`src/rtl/bus_arb_rr.sv`:
```
// Multi-host to multi-device bus with address decode and single-cycle response routing.
// Define BUS_ARB_ROUND_ROBIN_EN for round-robin arbitration; otherwise lowest host index wins.
module bus_arb_rr #(
   parameter int unsigned NrHosts      = 2,
   parameter int unsigned NrDevices    = 3,
   parameter int unsigned DataWidth    = 32,
   parameter int unsigned AddressWidth = 32
) (
   input  logic                              clk_i,
   input  logic                              rst_i,

   input  logic [NrHosts-1:0]                host_req_i,
   output logic [NrHosts-1:0]                host_gnt_o,
   input  logic [NrHosts*AddressWidth-1:0]   host_addr_i,
   input  logic [NrHosts-1:0]                host_we_i,
   input  logic [NrHosts*DataWidth/8-1:0]    host_be_i,
   input  logic [NrHosts*DataWidth-1:0]      host_wdata_i,
   output logic [NrHosts-1:0]                host_rvalid_o,
   output logic [NrHosts*DataWidth-1:0]      host_rdata_o,
   output logic [NrHosts-1:0]                host_err_o,

   output logic [NrDevices-1:0]              device_req_o,
   output logic [NrDevices*AddressWidth-1:0] device_addr_o,
   output logic [NrDevices-1:0]              device_we_o,
   output logic [NrDevices*DataWidth/8-1:0]  device_be_o,
   output logic [NrDevices*DataWidth-1:0]    device_wdata_o,
   input  logic [NrDevices-1:0]              device_rvalid_i,
   input  logic [NrDevices*DataWidth-1:0]    device_rdata_i,
   input  logic [NrDevices-1:0]              device_err_i,

   input  logic [NrDevices*AddressWidth-1:0] cfg_device_addr_base_i,
   input  logic [NrDevices*AddressWidth-1:0] cfg_device_addr_mask_i
);

   localparam int unsigned HostIdxW = (NrHosts > 1) ? $clog2(NrHosts) : 1;
   localparam int unsigned DevIdxW  = (NrDevices > 1) ? $clog2(NrDevices) : 1;
   localparam int unsigned BeW      = DataWidth / 8;

   logic                    gnt_valid;
   logic [HostIdxW-1:0]     gnt_idx;
   int unsigned             win;
   int unsigned             cand;
   int unsigned             start;
   logic [AddressWidth-1:0] win_addr;
   logic                    dev_hit;
   int unsigned             dev_sel;

   logic                    pend_q, pend_d;
   logic                    miss_q, miss_d;
   logic [HostIdxW-1:0]     host_q, host_d;
   logic [DevIdxW-1:0]      dev_q, dev_d;

`ifdef BUS_ARB_ROUND_ROBIN_EN
   logic [HostIdxW-1:0]     rr_q, rr_d;

   always_comb begin
      rr_d = rr_q;
      if (gnt_valid) begin
         rr_d = HostIdxW'((win + 1) % NrHosts);
      end
   end

   always_ff @(posedge clk_i or posedge rst_i) begin
      if (rst_i) begin
         rr_q <= '0;
      end else begin
         rr_q <= rr_d;
      end
   end

   assign start = int'(rr_q);
`else
   assign start = 0;
`endif

   // Arbitration: first requester found searching upward from start, wrapping.
   always_comb begin
      gnt_valid  = 1'b0;
      gnt_idx    = '0;
      win        = 0;
      cand       = 0;
      host_gnt_o = '0;
      for (int unsigned i = 0; i < NrHosts; i++) begin
         cand = (start + i) % NrHosts;
         if (!gnt_valid && !rst_i && host_req_i[cand]) begin
            gnt_valid = 1'b1;
            gnt_idx   = HostIdxW'(cand);
            win       = cand;
         end
      end
      if (gnt_valid) begin
         host_gnt_o[win] = 1'b1;
      end
   end

   // Decode: lowest-index matching device wins.
   always_comb begin
      win_addr = host_addr_i[win*AddressWidth +: AddressWidth];
      dev_hit  = 1'b0;
      dev_sel  = 0;
      for (int unsigned d = 0; d < NrDevices; d++) begin
         if (!dev_hit && ((win_addr & cfg_device_addr_mask_i[d*AddressWidth +: AddressWidth]) ==
                          cfg_device_addr_base_i[d*AddressWidth +: AddressWidth])) begin
            dev_hit = 1'b1;
            dev_sel = d;
         end
      end
   end

   always_comb begin
      device_req_o   = '0;
      device_addr_o  = '0;
      device_we_o    = '0;
      device_be_o    = '0;
      device_wdata_o = '0;
      if (gnt_valid && dev_hit) begin
         device_req_o[dev_sel]                                = 1'b1;
         device_addr_o[dev_sel*AddressWidth +: AddressWidth]  = win_addr;
         device_we_o[dev_sel]                                 = host_we_i[win];
         device_be_o[dev_sel*BeW +: BeW]                      = host_be_i[win*BeW +: BeW];
         device_wdata_o[dev_sel*DataWidth +: DataWidth]       =
            host_wdata_i[win*DataWidth +: DataWidth];
      end
   end

   always_comb begin
      pend_d = gnt_valid;
      host_d = host_q;
      dev_d  = dev_q;
      miss_d = miss_q;
      if (gnt_valid) begin
         host_d = gnt_idx;
         dev_d  = DevIdxW'(dev_sel);
         miss_d = !dev_hit;
      end
   end

   always_ff @(posedge clk_i or posedge rst_i) begin
      if (rst_i) begin
         pend_q <= 1'b0;
         host_q <= '0;
         dev_q  <= '0;
         miss_q <= 1'b0;
      end else begin
         pend_q <= pend_d;
         host_q <= host_d;
         dev_q  <= dev_d;
         miss_q <= miss_d;
      end
   end

   // Responses pass straight through from the tracked device; misses answer with an error.
   always_comb begin
      host_rvalid_o = '0;
      host_err_o    = '0;
      host_rdata_o  = '0;
      if (pend_q) begin
         if (miss_q) begin
            host_rvalid_o[host_q] = 1'b1;
            host_err_o[host_q]    = 1'b1;
         end else begin
            host_rvalid_o[host_q] = device_rvalid_i[dev_q];
            host_err_o[host_q]    = device_err_i[dev_q];
            host_rdata_o[int'(host_q)*DataWidth +: DataWidth] =
               device_rdata_i[int'(dev_q)*DataWidth +: DataWidth];
         end
      end
   end

endmodule

```
`config.mk`:
```
export PLATFORM = sky130hd
export DESIGN_NAME = bus_arb_rr
export DESIGN_NICKNAME = d
export VERILOG_FILES = /design/src/rtl/bus_arb_rr.sv
export SDC_FILE = /design/constraint.sdc
export NUM_CORES = 1
export LEC_CHECK = 0
export CORE_AREA = 10 10 270 272
export DETAILED_ROUTE_END_ITERATION = 8
export DIE_AREA = 0 0 280 282
export PLACE_DENSITY = 0.43
export SYNTH_ARGS = -nofsm -noshare
export SYNTH_HDL_FRONTEND = slang
export SYNTH_SLANG_ARGS = --single-unit
```
`constraint.sdc`:
```
create_clock -name clk_i -period 7.3 [get_ports clk_i]
set_clock_uncertainty 0.2 [all_clocks]
set_input_delay 0.73 -clock clk_i [delete_from_list [all_inputs] [get_ports clk_i]]
set_output_delay 0.73 -clock clk_i [all_outputs]
set_load 0.02 [all_outputs]
```
Yosys cells after proc, flatten, opt, wreduce, memory -nomap -nowiden
Cells that the tools add are included.

storage, ports and cells
  logic and storage cells = 85
  register bits after elaboration = 5

operators by class
  mux-type cells = 33
  equal/unequal tests = 3
  $add $sub $neg = 3
  order comparisons = 7
  shifts and indexed selects = 11
  bitwise logic cells = 10
  reduce and logical (&&, ||, !) cells = 14

operators with widths
  operator                                                                              number
  96-bit bitwise AND                                                                    2
  96-bit 2-to-1 mux                                                                     2
  32-bit by 34-bit variable part select with 96-bit output                              2
  64-bit 2-to-1 mux                                                                     2
  64-bit by 7-bit variable part select with 32-bit output                               2
  32-bit bitwise AND                                                                    3
  32-bit equality test                                                                  3
  32-bit by 34-bit variable shift with 96-bit output, first input constant              1
  96-bit by 8-bit variable part select with 32-bit output                               1
  32-bit negator with 34-bit output                                                     2
  64-bit bitwise AND                                                                    1
  32-bit by 34-bit variable shift with 64-bit output, first input constant              1
  32-bit by 34-bit variable part select with 64-bit output                              1
  6-bit negator with 34-bit output                                                      1
  4-bit by 34-bit variable shift with 12-bit output, first input constant               1
  4-bit by 34-bit variable part select with 12-bit output                               1
  32-bit by 1-bit greater-or-equal comparator with 1-bit output, second input constant  1
  32-bit by 3-bit less-than comparator with 1-bit output, second input constant         1
  32-bit 2-to-1 mux                                                                     1
  1-bit 2-to-1 mux                                                                      15
  12-bit bitwise AND                                                                    1
  12-bit 2-to-1 mux                                                                     1
  2-bit 2-to-1 mux                                                                      5
  1-bit logical AND                                                                     9
  11 further kinds                                                                      21

Depth between registers and ports, before layout
  depth after elaboration = 23
  depth in mapped cells = 12

Worst setup path before layout
OpenSTA, ideal clock, no wires.

  path type = input port to output port
  start point = in rst_i
  end point = out device_addr_o[64]
  stages = 12
  slack = 3.030 ns
  buffers on the path = 5
  arrival = 3.340 ns
  required time = 6.370 ns
  path through = nor3b_2 -> buf_4 -> buf_6 -> buf_8 -> buf_8 -> mux2i_1 -> xnor2_1 -> nand3_1 -> nor4_1 -> nand4_1 -> buf_2 -> nor4_1

between the ends
  word-level cells in the longest chain between the ends = 21

RTL lines
  element                                                                                                                         line  source
  from (decl)                                                                                                                     10    input logic rst_i,
  1-bit zero test (no line) *                                                                                                     --
  1-bit logical AND                                                                                                               85    if (!gnt_valid && !rst_i && host_req_i[cand]) begin
  1-bit 2-to-1 mux                                                                                                                85
  1-bit zero test                                                                                                                 85
  1-bit logical AND (2 in a row)                                                                                                  85
  1-bit 2-to-1 mux                                                                                                                85
  64-bit by 7-bit variable part select with 32-bit output                                                                         98    win_addr = host_addr_i[win*AddressWidth +: AddressWidth];
  32-bit bitwise AND                                                                                                              102   if (!dev_hit && ((win_addr & cfg_device_addr_mask_i[d*AddressWidth +: AddressWidth]) ==
  [... 4 more ...]                                                                                                                --
  1-bit 2-to-1 mux                                                                                                                102
  1-bit zero test                                                                                                                 102
  1-bit logical AND                                                                                                               102
  32-bit 2-to-1 mux                                                                                                               102
  32-bit negator with 34-bit output                                                                                               118   device_addr_o[dev_sel*AddressWidth +: AddressWidth] = win_addr;
  32-bit by 34-bit variable part select with 96-bit output or 32-bit by 34-bit variable shift with 96-bit output (tied branches)  118
  96-bit bitwise AND (no line)                                                                                                    --
  96-bit 2-to-1 mux *                                                                                                             116   if (gnt_valid && dev_hit) begin
  to (decl)                                                                                                                       23    output logic [NrDevices*AddressWidth-1:0] device_addr_o,

Every way passes the cells marked *; elsewhere a longest branch is shown, timed or not.

Worst setup path after layout
  start point = in rst_i
  end point = out device_addr_o[33]

The elaborated chain is that of the path after synthesis.

==> flow_summary.ini <==
[setup_path]
r2r-end = dev_q[1]$_DFFE_PP0N_
crit_cells = 12
worstSetupStartpointType = input pin
cpPeakStageDelay_ps = 720
critPathKind = input pin to output pin
crit_fanout = 29
worst_path_max_delay_cell = nor4_1
regToRegSetupSlack_ps = 5890
rr_startpoint = dev_q[1]$_DFFE_PP0N_
critical_path_required_ps = 6370
path_buf_inv = 5
arrival_ps = 5800
cp_top_family = buffers and inverters
r2r_cells = 3
path_cells = clkdlybuf4s50_1 > nor3b_4 > buf_12 > mux2i_1 > o21bai_1 > a2111o_1 > nor4_1 > buf_4 > nand2_4 > buf_4 > nor3_1 > clkdlybuf4s50_1
end_kind = output pin

[synth]
synth.distinct_cells = 37
syn_area_um2 = 6337
synth_xor_area_share_pct = 10.50
synth_edf_count = 0
postSynthCellCount = 970
synth_compound_area_share_pct = 8.983
ys.flop_type = dfrtp_1
postSynthAreaPerCell_um2 = 6.533
synthTopCellsByArea = mux2i_1 28%, nor2_1 10%, nand2_1 9.1%
ys_seq_area_share_pct = 1.974
syn-num-nets = 1406
synth_common_cells = 176 x mux2i_1, 175 x nor2_1, 153 x nand2_1
synth_most_common_cell = mux2i_1
synth_top_family_by_area = simple AND/OR/NAND/NOR gates
synthArstFlopShare_pct = 100.0
muxShareOfSynthArea_pct = 27.80
ys_warn_count = 0
synth_top_cell_by_area = mux2i_1
synth-adder-area-share_pct = 0
synth-simple-area-share_pct = 42.05
synth_top_area_share_pct = 27.80
ys_ff_latch = 5

[outcome]
status = completed

[drt]
wire_per_inst_um = 25.08
vias = 10100
ant_nets = 0
drt_wl_total_um = 63650
drt-vias-per-instance = 3.978
drt_iter0_drc = 600
firstDrtPassIters = 4
drc = 0

[clock_network]
clkLatencyLatePin_ps = 230
clk_path_buf_depth = 2
numClockSinks = 5
tritoncts = done
cts_made_buffers = 3
hold_buffers = 0
h-tree-depth = 1
root_buffer = clkbuf_16
ctsResizeCount = 0
clk_pin_slew_worst_paths_ps = 30
cts_setup_buffers = 0

[timing]
slew_headroom_pct = 41.95
tightest_slew_ps = 846.5
period_share_pct = 92.19
drv_slew = 0
finalSetupViolCount = 0
fmaxAchievable_ghz = 0.1486
finalSetupTns_ps = 0
period_needed_ps = 6730
fin_hold_ws_ps = 354.9
rsz0062_at_grt = no
hold_violations = 0

[floorplanning]
io_pins = 716
coreArea_um2 = 67750
die_area_um2 = 78960
die_h_um = 282
fp.dieW_um = 280
rows = 96
start_util_pct = 9.355

[cells_and_area]
fin_area_um2 = 14740
final_cells = 2538
syn2layout_area_growth_pct = 132.6
drive_above_1_share_pct = 7.260
layout.nets = 2090
n_fill_cell = 7552

[grt]
first_global_vias = 10710
antenna_found_initial = 6
grt_util_all_layers_pct = 14.97
grt_start_max_net_pins = 44
overflow = 0
grt_pass1_wl_um = 85220

[worst_hold_path]
hold_path_class = flop to flop
hold_path_depth = 2
min_from = host_q$_DFFE_PP0N_
whs_endpoint = host_q$_DFFE_PP0N_

[job]
maxCapViolCount = 0

[power]
p_leak_uw = 0.005000
p_total_uw = 746.8
ir_drop_mv = 0.04470
powerDensity_nw_per_um2 = 50.67

[placement]
gp_congestion = 0.9043
detailed_place_hpwl_um = 55480
dp_cells = 2531
io_buffers = 715
placed_area_um2 = 14650
[stage by stage]
step / setup slack (ps) / util [%]
floorplan: 3030 / -
global placement: 375.2 / 21.63
detailed placement: 376.4 / 21.63
CTS: 354.5 / 21.74
global route: 144.6 / 21.74
finish: 570.0 / 21.75
[report_power, final]
part | internal [uW] | total (uW) | switching, uW
clock network | 72.3 | 89.6 | 17.3
logic | 330 | 626 | 297
registers | 29.5 | 30.9 | 1.34
total | 431 | 747 | 315
[kinds of logic (layout without fill, tap and decap cells)]
group / Yosys count / in the layout
and+or+nand+nor: 529 / 529
muxes: 176 / 176
AOI/OAI and AO/OA: 79 / 79
xor gates and xnor gates: 76 / 76
DFF: 5 / 5
other: 0 / 3
buffers and inverters: 105 / 788
[flip-flops by register name (all words and copies together), names as in the netlist]
register and flops:
miss_q 1, pend_q 1, host_q 1, dev_q 2
[how the worst max path moves through the flow]
stage | endpoint | slack, ps | startpoint
finish | device_addr_o[33] | 570 | rst_i
global route | device_addr_o[33] | 140 | rst_i
CTS | device_addr_o[33] | 350 | rst_i
detailed placement | device_addr_o[33] | 380 | rst_i
floorplan | device_addr_o[64] | 3030 | rst_i
global placement | device_addr_o[33] | 380 | rst_i
[worst reg2reg max path, cell delays in order (launching register included)]
cell and delay (ps):
dfrtp_2 360, buf_4 560, nand2_1 100, o31ai_1 90
[routing by layer]
layer	global-route usage [%]	wire length (um)	up-vias
met3	4.989	5575	38
li1	-	-	4792
met4	2.536	873	8
met2	25.88	30420	494
met1	17.92	26730	4764
met5	0	50	-
[cell usage in the layout, fill, tap and decap left out, types with 24 or more instances in the layout]
master           instances
mux2i_1                176
a21oi_1                 32
nor4_2                  37
nand3b_1                24
inv_1                   24
xnor2_1                 30
nor4_1                  38
nor3_1                  71
clkdlybuf4s50_1        691
buf_4                   54
nand2_1                152
nor2_1                 175
xor2_1                  46
[cell type report]
type                    count  area (um2)  area share, %
repair buffers            760        7622          51.72
multi-input cells         860        5709          38.74
well taps                 882        1104          7.488
flip-flops and latches      5       126.4         0.8575
inverters                  24       90.09         0.6113
clock buffers               4       78.83         0.5348
diodes                      3       7.507        0.05094
No activity file was read; power rests on OpenSTA's default activity.
